<file path="src/rtl/regfile_pkg.sv">
// regfile_pkg
// Shared constants and types for the register file with busy scoreboard.
//   DATA_W_DEF / ADDR_W_DEF : default register width and index width
//   reg_addr_t / reg_data_t : register index and data types at default widths
//   ZERO_ADDR               : index of the hard-wired zero register
package regfile_pkg;

  localparam int DATA_W_DEF = 32;
  localparam int ADDR_W_DEF = 5;

  typedef logic [ADDR_W_DEF-1:0] reg_addr_t;
  typedef logic [DATA_W_DEF-1:0] reg_data_t;

  localparam int ZERO_ADDR = 0;

endpackage

</file>
<file path="src/rtl/regfile_scoreboard_if.sv">
// regfile_scoreboard_if
// Bundles the read, write, issue and flush signals of the register file.
//   master : datapath / control side (drives addresses, write and issue)
//   slave  : register file side (returns read data, busy flags and stall)
interface regfile_scoreboard_if
  import regfile_pkg::*;
#(
  parameter int DATA_W = DATA_W_DEF,
  parameter int ADDR_W = ADDR_W_DEF,
  parameter int NUM_RD = 2
);

  logic [NUM_RD*ADDR_W-1:0] rd_addr;
  logic [NUM_RD*DATA_W-1:0] rd_data;
  logic [NUM_RD-1:0]        rd_busy;
  logic                     we;
  logic [ADDR_W-1:0]        wa;
  logic [DATA_W-1:0]        wd;
  logic                     issue_valid;
  logic [ADDR_W-1:0]        issue_addr;
  logic                     issue_stall;
  logic                     flush;

  modport master (
    output rd_addr, we, wa, wd, issue_valid, issue_addr, flush,
    input  rd_data, rd_busy, issue_stall
  );

  modport slave (
    input  rd_addr, we, wa, wd, issue_valid, issue_addr, flush,
    output rd_data, rd_busy, issue_stall
  );

endinterface

</file>
<file path="src/rtl/regfile_read_port.sv">
// regfile_read_port
// One combinational read port: selects the addressed register, forwards a
// same-cycle write, and masks the busy flag when that write resolves the hazard.
//   rd_addr   : register index read by this port
//   reg_array : current register contents
//   busy      : current per-register busy flags
//   we/wa/wd  : write port, used for write-to-read bypass
//   rd_data   : read result
//   rd_busy   : source register still has a pending writer
module regfile_read_port
  import regfile_pkg::*;
#(
  parameter int DATA_W   = DATA_W_DEF,
  parameter int ADDR_W   = ADDR_W_DEF,
  parameter int ZERO_REG = 1
) (
  input  logic [ADDR_W-1:0]      rd_addr,
  input  logic [DATA_W-1:0]      reg_array [2**ADDR_W],
  input  logic [2**ADDR_W-1:0]   busy,
  input  logic                   we,
  input  logic [ADDR_W-1:0]      wa,
  input  logic [DATA_W-1:0]      wd,
  output logic [DATA_W-1:0]      rd_data,
  output logic                   rd_busy
);

  localparam logic [ADDR_W-1:0] ZERO_IDX = ADDR_W'(ZERO_ADDR);

  logic zero_hit_s;
  logic bypass_hit_s;

  // Classify the read address: hard-wired zero, or hit by the write in flight.
  always_comb begin
    zero_hit_s   = (ZERO_REG == 1) && (rd_addr == ZERO_IDX);
    bypass_hit_s = we && (wa == rd_addr) && !zero_hit_s;
  end

  // Read mux; zero register beats bypass, bypass beats stored state.
  always_comb begin
    rd_data = reg_array[rd_addr];
    rd_busy = busy[rd_addr];
    if (zero_hit_s) begin
      rd_data = {DATA_W{1'b0}};
      rd_busy = 1'b0;
    end else if (bypass_hit_s) begin
      // The writeback landing this cycle both supplies the value and
      // retires the pending write, so the consumer need not stall.
      rd_data = wd;
      rd_busy = 1'b0;
    end else begin
      rd_data = reg_array[rd_addr];
      rd_busy = busy[rd_addr];
    end
  end

endmodule

</file>
<file path="src/rtl/regfile_scoreboard.sv">
// regfile_scoreboard
// Register file with NUM_RD combinational read ports, one synchronous write
// port with write-to-read bypass, and a per-register busy scoreboard used by
// the control FSM to stall on RAW hazards against multi-cycle writers.
//   clk   : rising-edge clock
//   rst_n : asynchronous active-low reset (clears data and busy bits)
//   bus   : slave side of regfile_scoreboard_if
//           rd_addr/rd_data/rd_busy  packed read ports
//           we/wa/wd                 write port
//           issue_valid/issue_addr   destination reservation request
//           issue_stall              reservation refused this cycle
//           flush                    clear every busy bit at the edge
module regfile_scoreboard
  import regfile_pkg::*;
#(
  parameter int DATA_W   = DATA_W_DEF,
  parameter int ADDR_W   = ADDR_W_DEF,
  parameter int NUM_RD   = 2,
  parameter int ZERO_REG = 1
) (
  input  logic                  clk,
  input  logic                  rst_n,
  regfile_scoreboard_if.slave   bus
);

  localparam int                DEPTH    = 2**ADDR_W;
  localparam logic [ADDR_W-1:0] ZERO_IDX = ADDR_W'(ZERO_ADDR);

  logic [DATA_W-1:0]        regs_r [DEPTH];
  logic [DEPTH-1:0]         busy_r;
  logic [DEPTH-1:0]         busy_next_s;

  logic                     wa_zero_s;
  logic                     ia_zero_s;
  logic                     write_en_s;
  logic                     byp_we_s;
  logic                     issue_stall_s;
  logic                     issue_accept_s;

  logic [NUM_RD*DATA_W-1:0] rd_data_s;
  logic [NUM_RD-1:0]        rd_busy_s;

  // Decode write and issue requests against the zero register and scoreboard.
  always_comb begin
    wa_zero_s  = (ZERO_REG == 1) && (bus.wa == ZERO_IDX);
    ia_zero_s  = (ZERO_REG == 1) && (bus.issue_addr == ZERO_IDX);
    write_en_s = bus.we && !wa_zero_s;
    // Bypass is suppressed while in reset so reads reflect the cleared state.
    byp_we_s   = bus.we && rst_n;
    // A writeback to the same register in this cycle resolves the hazard.
    issue_stall_s  = bus.issue_valid && busy_r[bus.issue_addr]
                     && !(bus.we && (bus.wa == bus.issue_addr))
                     && !ia_zero_s;
    issue_accept_s = bus.issue_valid && !issue_stall_s && !bus.flush && !ia_zero_s;
  end

  // Next busy vector: flush clears all, a new reservation wins over a writeback clear.
  always_comb begin
    busy_next_s = busy_r;
    for (int i = 0; i < DEPTH; i++) begin
      if (bus.flush) begin
        busy_next_s[i] = 1'b0;
      end else if (issue_accept_s && (bus.issue_addr == ADDR_W'(i))) begin
        busy_next_s[i] = 1'b1;
      end else if (write_en_s && (bus.wa == ADDR_W'(i))) begin
        busy_next_s[i] = 1'b0;
      end else begin
        busy_next_s[i] = busy_r[i];
      end
    end
  end

  // Register storage: cleared by reset, updated by the write port.
  always_ff @(posedge clk or negedge rst_n) begin
    if (!rst_n) begin
      for (int i = 0; i < DEPTH; i++) begin
        regs_r[i] <= {DATA_W{1'b0}};
      end
    end else if (write_en_s) begin
      regs_r[bus.wa] <= bus.wd;
    end
  end

  // Busy scoreboard state register.
  always_ff @(posedge clk or negedge rst_n) begin
    if (!rst_n) begin
      busy_r <= {DEPTH{1'b0}};
    end else begin
      busy_r <= busy_next_s;
    end
  end

  // One read port instance per requested port.
  for (genvar g = 0; g < NUM_RD; g++) begin : g_rd
    regfile_read_port #(
      .DATA_W   (DATA_W),
      .ADDR_W   (ADDR_W),
      .ZERO_REG (ZERO_REG)
    ) u_rd (
      .rd_addr   (bus.rd_addr[g*ADDR_W +: ADDR_W]),
      .reg_array (regs_r),
      .busy      (busy_r),
      .we        (byp_we_s),
      .wa        (bus.wa),
      .wd        (bus.wd),
      .rd_data   (rd_data_s[g*DATA_W +: DATA_W]),
      .rd_busy   (rd_busy_s[g])
    );
  end

  assign bus.rd_data     = rd_data_s;
  assign bus.rd_busy     = rd_busy_s;
  assign bus.issue_stall = issue_stall_s;

endmodule

</file>
<file path="src/flat_wrapper.sv">
// flat-port wrapper written by rule: the top's interface ports become plain ports
module regfile_scoreboard_flat import regfile_pkg::*;
#(
  parameter int DATA_W   = DATA_W_DEF,
  parameter int ADDR_W   = ADDR_W_DEF,
  parameter int NUM_RD   = 2,
  parameter int ZERO_REG = 1
)
  (clk, rst_n, bus_rd_addr, bus_we, bus_wa, bus_wd, bus_issue_valid, bus_issue_addr, bus_flush, bus_rd_data, bus_rd_busy, bus_issue_stall);
  regfile_scoreboard_if #(.DATA_W(DATA_W), .ADDR_W(ADDR_W), .NUM_RD(NUM_RD)) bus_i ();
  input  logic clk;
  input  logic rst_n;
  input wire logic [$bits(bus_i.rd_addr)-1:0] bus_rd_addr;
  input wire logic [$bits(bus_i.we)-1:0] bus_we;
  input wire logic [$bits(bus_i.wa)-1:0] bus_wa;
  input wire logic [$bits(bus_i.wd)-1:0] bus_wd;
  input wire logic [$bits(bus_i.issue_valid)-1:0] bus_issue_valid;
  input wire logic [$bits(bus_i.issue_addr)-1:0] bus_issue_addr;
  input wire logic [$bits(bus_i.flush)-1:0] bus_flush;
  output wire logic [$bits(bus_i.rd_data)-1:0] bus_rd_data;
  output wire logic [$bits(bus_i.rd_busy)-1:0] bus_rd_busy;
  output wire logic [$bits(bus_i.issue_stall)-1:0] bus_issue_stall;
  assign bus_i.rd_addr = bus_rd_addr;
  assign bus_i.we = bus_we;
  assign bus_i.wa = bus_wa;
  assign bus_i.wd = bus_wd;
  assign bus_i.issue_valid = bus_issue_valid;
  assign bus_i.issue_addr = bus_issue_addr;
  assign bus_i.flush = bus_flush;
  assign bus_rd_data = bus_i.rd_data;
  assign bus_rd_busy = bus_i.rd_busy;
  assign bus_issue_stall = bus_i.issue_stall;
  regfile_scoreboard #(.DATA_W(DATA_W), .ADDR_W(ADDR_W), .NUM_RD(NUM_RD), .ZERO_REG(ZERO_REG)) u_core (.clk(clk), .rst_n(rst_n), .bus(bus_i));
endmodule
</file>
<file path="config.mk">
export PLATFORM = sky130hd
export DESIGN_NAME = regfile_scoreboard_flat
export DESIGN_NICKNAME = d
export VERILOG_FILES = /design/src/rtl/regfile_pkg.sv /design/src/rtl/regfile_scoreboard_if.sv /design/src/rtl/regfile_read_port.sv /design/src/rtl/regfile_scoreboard.sv /design/src/flat_wrapper.sv
export SDC_FILE = /design/constraint.sdc
export NUM_CORES = 2
export LEC_CHECK = 0
export CORE_MARGIN = 5
export CORE_UTILIZATION = 30
export CTS_BUF_LIST = sky130_fd_sc_hd__clkbuf_8
export CTS_CLUSTER_SIZE = 25
export DETAILED_ROUTE_END_ITERATION = 10
export DONT_BUFFER_PORTS = 1
export PLACE_DENSITY = 0.52
export SLEW_MARGIN = 20
export SYNTH_ARGS = -nofsm -noshare
export SYNTH_HDL_FRONTEND = slang
export SYNTH_SLANG_ARGS = --single-unit
</file>
<file path="constraint.sdc">
create_clock -name clk -period 2.5 [get_ports clk]
set_input_delay 0.25 -clock clk [delete_from_list [all_inputs] [get_ports clk]]
set_output_delay 0.25 -clock clk [all_outputs]
set_load 0.005 [all_outputs]
</file>
* Yosys cells after proc, flatten, opt, wreduce, memory -nomap -nowiden
Index checks and enable logic that the tools add are counted.
** Cells by class
- Order comparisons :: 7
- Multiplexer cells :: 119
- Bitwise logic cells :: 3
- Reduce and logical (&&, ||, !) cells :: 121
- Equal/unequal tests :: 65
** Operators by type and width (number)
- 1024-bit bitwise mux :: 1
- 32-bit binary-select mux with 5-bit select :: 2
- 32-bit two-way mux :: 9
- 32-bit demux with 5-bit select :: 1
- 5-bit == test (second input constant) :: 32
- 1-bit two-way mux :: 103
- 3-bit nonzero test :: 32
- 5-bit by 4-bit == test with 1-bit output (second input constant) :: 16
- 1-bit logical AND :: 78
- 5-bit by 3-bit == test with 1-bit output (second input constant) :: 8
- 5-bit by 2-bit == test with 1-bit output (second input constant) :: 4
- 5-bit logical NOT :: 4
- 6-bit >= comparator (second input constant) :: 3
- 5-bit by 6-bit less-than comparator with 1-bit output (second input constant) :: 3
- 5-bit inverter with 6-bit output :: 3
- 1-bit binary-select mux with 5-bit select :: 3
- 5-bit == test :: 3
- 5-bit by 1-bit == test with 1-bit output (second input constant) :: 2
- 1-bit logical NOT :: 7
- 6-bit by 1-bit less-than comparator with 1-bit output (second input constant) :: 1
** Storage, ports and cells
- Output and inout port bits :: 67
- Input port bits :: 57
- Flip-flop bits (word level) :: 1056

* Logic depth before layout (Yosys ltp)
- Depth after elaboration :: 12
- Mapped depth :: 10
- Depth with buffers taken out :: 5

* Modules after synthesis
A second synthesis with hierarchy kept.
** Second synthesis, totals
- Cells, all modules :: 4023
- Area, all modules :: 57442.6 µm²
** By module, submodules not included
- regfile_scoreboard :: instances 1, sequential area each 26425.3 µm², area each 39885.8 µm², cells each 2471
- regfile_read_port :: instances 2, sequential area each 0.0 µm², area each 8778.4 µm², cells each 776

* Least setup slack after synthesis
No wires, ideal clock.
- Path type :: input port to output port
- From :: input bus_rd_addr[0]
- To :: output bus_rd_data[30]
- Slack :: 0.094 ns
- Data arrival time :: 2.156 ns
- Buffers on the path :: 4
- Stages on the path :: 8
- Path through :: buf_4 buf_6 buf_2 buf_2 mux4_2 a22oi_1 a21oi_1 a211o_1
** On the way
- Cells in the longest elaborated chain, start to end :: 6
- Elaborated cells between the ends (all ways) :: 11
- Classes of those cells :: 1 x eq/ne; 5 x mux; 1 x bitwise; 4 x reduce/logical
** RTL lines
- start: declaration :: line flat_wrapper.sv:13 : input wire logic [$bits(bus_i.rd_addr)-1:0] bus_rd_addr;
- 5-bit inverter with 6-bit output (not written as such) :: line regfile_read_port.sv:51 : rd_data = reg_array[rd_addr];
- 32-bit binary-select mux with 5-bit select :: line regfile_read_port.sv:51
- 32-bit two-way mux (not written as such) (2 in a row) :: line regfile_read_port.sv:51
- 32-bit two-way mux :: line regfile_read_port.sv:45 : end else if (bypass_hit_s) begin
- 32-bit two-way mux (*) :: line regfile_read_port.sv:42 : if (zero_hit_s) begin
- end: declaration :: line flat_wrapper.sv:20 : output wire logic [$bits(bus_i.rd_data)-1:0] bus_rd_data;
Every way passes the cells marked *; elsewhere a longest branch is shown, timed or not. The select of a mux whose other input is x is not followed.

* Worst setup path after layout
- From :: register u_core.regs_r[167] in the netlist's numbering
- To :: output bus_rd_data[7]
** On the way
- Cells in the longest elaborated chain, start to end :: 5
** RTL lines
- start: declaration :: line regfile_scoreboard.sv:29 : logic [DATA_W-1:0] regs_r [DEPTH];
- start signal: indexed assignment :: line regfile_scoreboard.sv:77 : regs_r[i] <= {DATA_W{1'b0}};
- start signal: indexed assignment :: line regfile_scoreboard.sv:80 : regs_r[bus.wa] <= bus.wd;
- 32-bit binary-select mux with 5-bit select :: line regfile_read_port.sv:51
- 32-bit two-way mux (not written as such) (2 in a row) :: line regfile_read_port.sv:51
- 32-bit two-way mux :: line regfile_read_port.sv:45
- 32-bit two-way mux :: line regfile_read_port.sv:42
Every way passes these cells. The select of a mux whose other input is x is not followed.

==> results_dict.tcl <==
set metrics [dict create \
    max_slew_margin -0.109 \
    max_freq_ghz 0.319 \
    initial_core_util 0.302 \
    drt-pass1-iter-count 5 \
    grt_max_degree 351 \
    core_area_mm2 0.190 \
    rsz0062_at_grt "true" \
    clkSinkCount 1056 \
    synth-xor-area-share 0.00229 \
    die_height_um 447 \
    drt.antenna.violating_nets 0 \
    routed_wl_mm 211 \
    holdWs_ns -0.935 \
    synthArstFlopShare 1.00 \
    layout_setup_ws_ns -0.637 \
    cap_violations 0 \
    finalCritPeriodShare 1.25 \
    cp.arrival_ns 2.89 \
    cp_max_fo 3 \
    leakage_nw 29.2 \
    synth.cell_area_mm2 0.0574 \
    synth-simple-area-share 0.0199 \
    synth.yosys.seq_area_share 0.461 \
    dp.cells 6234 \
    antenna_found_initial 14 \
    synthToLayoutAreaGrowth_pct 19.1 \
    remaining_drc_errors 0 \
    cp.required_ns 2.25 \
    synth_ff_type "dfrtp_1" \
    hpwl_mm 119 \
    crit_path_end_kind "output port" \
    outcome "finished with violations" \
    power_density_mw_per_mm2 724 \
    synth_edf_count 0 \
    ys_ff_latch 1056 \
    hold_viol_final 222 \
    critPathLaunchType "flip-flop" \
    fill_cells 18235 \
    ios 124 \
    yosysUniqueCellTypes 66 \
    peakVddDrop_v 0.000565 \
    synth_compound_area_frac 0.0660 \
    fin_cells 6708 \
    regToRegSetupSlack_ns 0.09 \
    grtUsageTotal 0.209 \
    synth_area_leaders "dfrtp_1 46%, mux2_2 20%, mux4_2 17%, mux2i_1 4.3%, clkbuf_1 2.0%" \
    crit_type "flip-flop to output port" \
    cts_buffers 175 \
    r2r_cells 7 \
    max-clock-path-buffers 3 \
    synth_top_area_cell "dfrtp_1" \
    totalPowerFinal_mw 49.4 \
    ys.warnings.count 0 \
    die_x_um 447 \
    post_drt_via_cell_ratio 5.78 \
    finalCriticalPeriod_ns 3.14 \
    grt-ovfl-total 0 \
    tightest_slew_ns 1.66 \
    synth_fa_ha_area_frac 0 \
    muxShareOfSynthArea 0.413 \
    report.final.slew_viol_count 78 \
    finalSetupViolations 67 \
    synth.avg_cell_area_um2 14.5 \
    synth_top_family_by_area "multiplexers" \
    clock_latency_ns 0.90 \
    grt_pass1_vias 40386 \
    syn_nets 4011 \
    layout_common_cells "1,056 x dfrtp_1, 1,006 x mux2_2, 439 x mux4_2" \
    synth.top_cell.area_share 0.461 \
    syn_inst 3954 \
    grt_pass1_wl_mm 305 \
    num_vias 38803 \
    final_common_cell "dfrtp_1" \
    initialDrtViolationCount 3192 \
    rows 160 \
    cts-root-buf "clkbuf_8" \
    path_clk_slew_ns 0.06 \
    tns_ns -24.18 \
    skew_ns 0.0200 \
    violations "negative hold slack, max-slew violations, negative setup slack" \
    gp_congestion 0.794 \
    drive_above_1_share 0.558 \
    htree_levels 4 \
    io_buffers 0 \
    wl_per_cell_um 31.5 \
    min_path_type "primary input to asynchronous set/reset pin" \
    nets 4104 \
    cts_tree "yes" \
    dieArea_mm2 0.200 \
]
-- sequential cells by signal (all words and copies together) (netlist names) --
signal,flops
u_core.regs_r,1024
u_core.busy_r,32
-- metrics by stage --
step / utilization / hold WS, ns / cell area [um^2] / setup WS, ns
2_1_floorplan: - / -0.0456 / 57400 / 0.0941
3_3_place_gp: 0.322 / -0.0207 / 61200 / -1.74
3_5_place_dp: 0.322 / -0.0206 / 61300 / -2.12
4_1_cts: 0.356 / -1.03 / 67700 / -0.740
5_1_grt: 0.359 / -0.996 / 68300 / -0.726
6_report: 0.359 / -0.935 / 68300 / -0.637
-- power breakdown --
group	internal [mW]	switching, mW	leakage (nW)
Sequential	20.3	2.21	13.6
Combinational	6.67	4.26	13.5
Clock	8.57	7.44	2.09
Total	35.5	13.9	29.2
-- repair_timing --
action | 4_1_cts | 5_1_grt
gates resized for setup | 258 | 80
pin swaps | 120 | 50
hold buffers | 88 | 10
setup buffers | 35 | 10
hold endpoints to repair | 1655 | 356
cloned | 14 | 0
endpoints found under the setup margin | 67 | 121
-- worst paths after layout --
kind / start / endpoint
worst max-delay path: u_core.regs_r[167] / bus_rd_data[7]
worst min-delay path: rst_n / u_core.regs_r[592]
worst max register to register: u_core.busy_r[9] / u_core.busy_r[7]
worst min register to register: u_core.regs_r[1008] / u_core.regs_r[1008]
max in group asynchronous: rst_n / u_core.regs_r[796]
min in group clk: bus_wd[15] / u_core.regs_r[655]
-- synthesized netlist by cell type, drive strengths merged, types with 5 or more instances --
cell type  instances
o21ai             69
clkbuf           317
nand3b             5
xor2               5
a21oi             74
a221oi           132
and2              14
mux2            1008
nand2b            10
o22ai              8
nor2b             19
o211ai            12
dfrtp           1056
nand2             41
xnor2             10
nor2              26
a22oi             90
a211o             22
a211oi            17
o31ai             34
buf              152
nor3               9
nand4              6
a22o               5
nand3             50
a32o              32
mux2i            244
mux4             439
-- critical path, stage by stage (launching register included) --
cell and delay [ns]:
dfrtp_1 0.39, mux4_2 0.47, mux4_2 0.56, nand2b_4 0.19, a32o_1 0.24, buf_4 0.14
-- logic make-up after synthesis --
logic type / after synthesis
xor gates and xnor gates: 15
DFF: 1056
AOI/OAI and AO/OA: 510
and+or+nand+nor: 208
buffers and inverters: 474
muxes: 1691
-- layer usage --
layer | vias to the layer above | share of wire | global-route usage
li1 | 15700 | - | -
met1 | 21380 | 0.40 | 0.260
met2 | 1273 | 0.48 | 0.345
met3 | 438 | 0.058 | 0.0425
met4 | 12 | 0.062 | 0.109
met5 | - | 0.00041 | 0
-- final cells by class --
type	instances	area, um^2	share of cell area
multi-input cells	2424	30500	0.446
flip-flops and latches	1056	26400	0.387
repair buffers	387	4560	0.0668
clock buffers	236	3250	0.0476
well taps	2511	3140	0.0460
clock inverters	78	389	0.00570
diodes	13	32.5	0.000476
inverters	3	15.0	0.000220
Power figures use the tool's default switching activity.
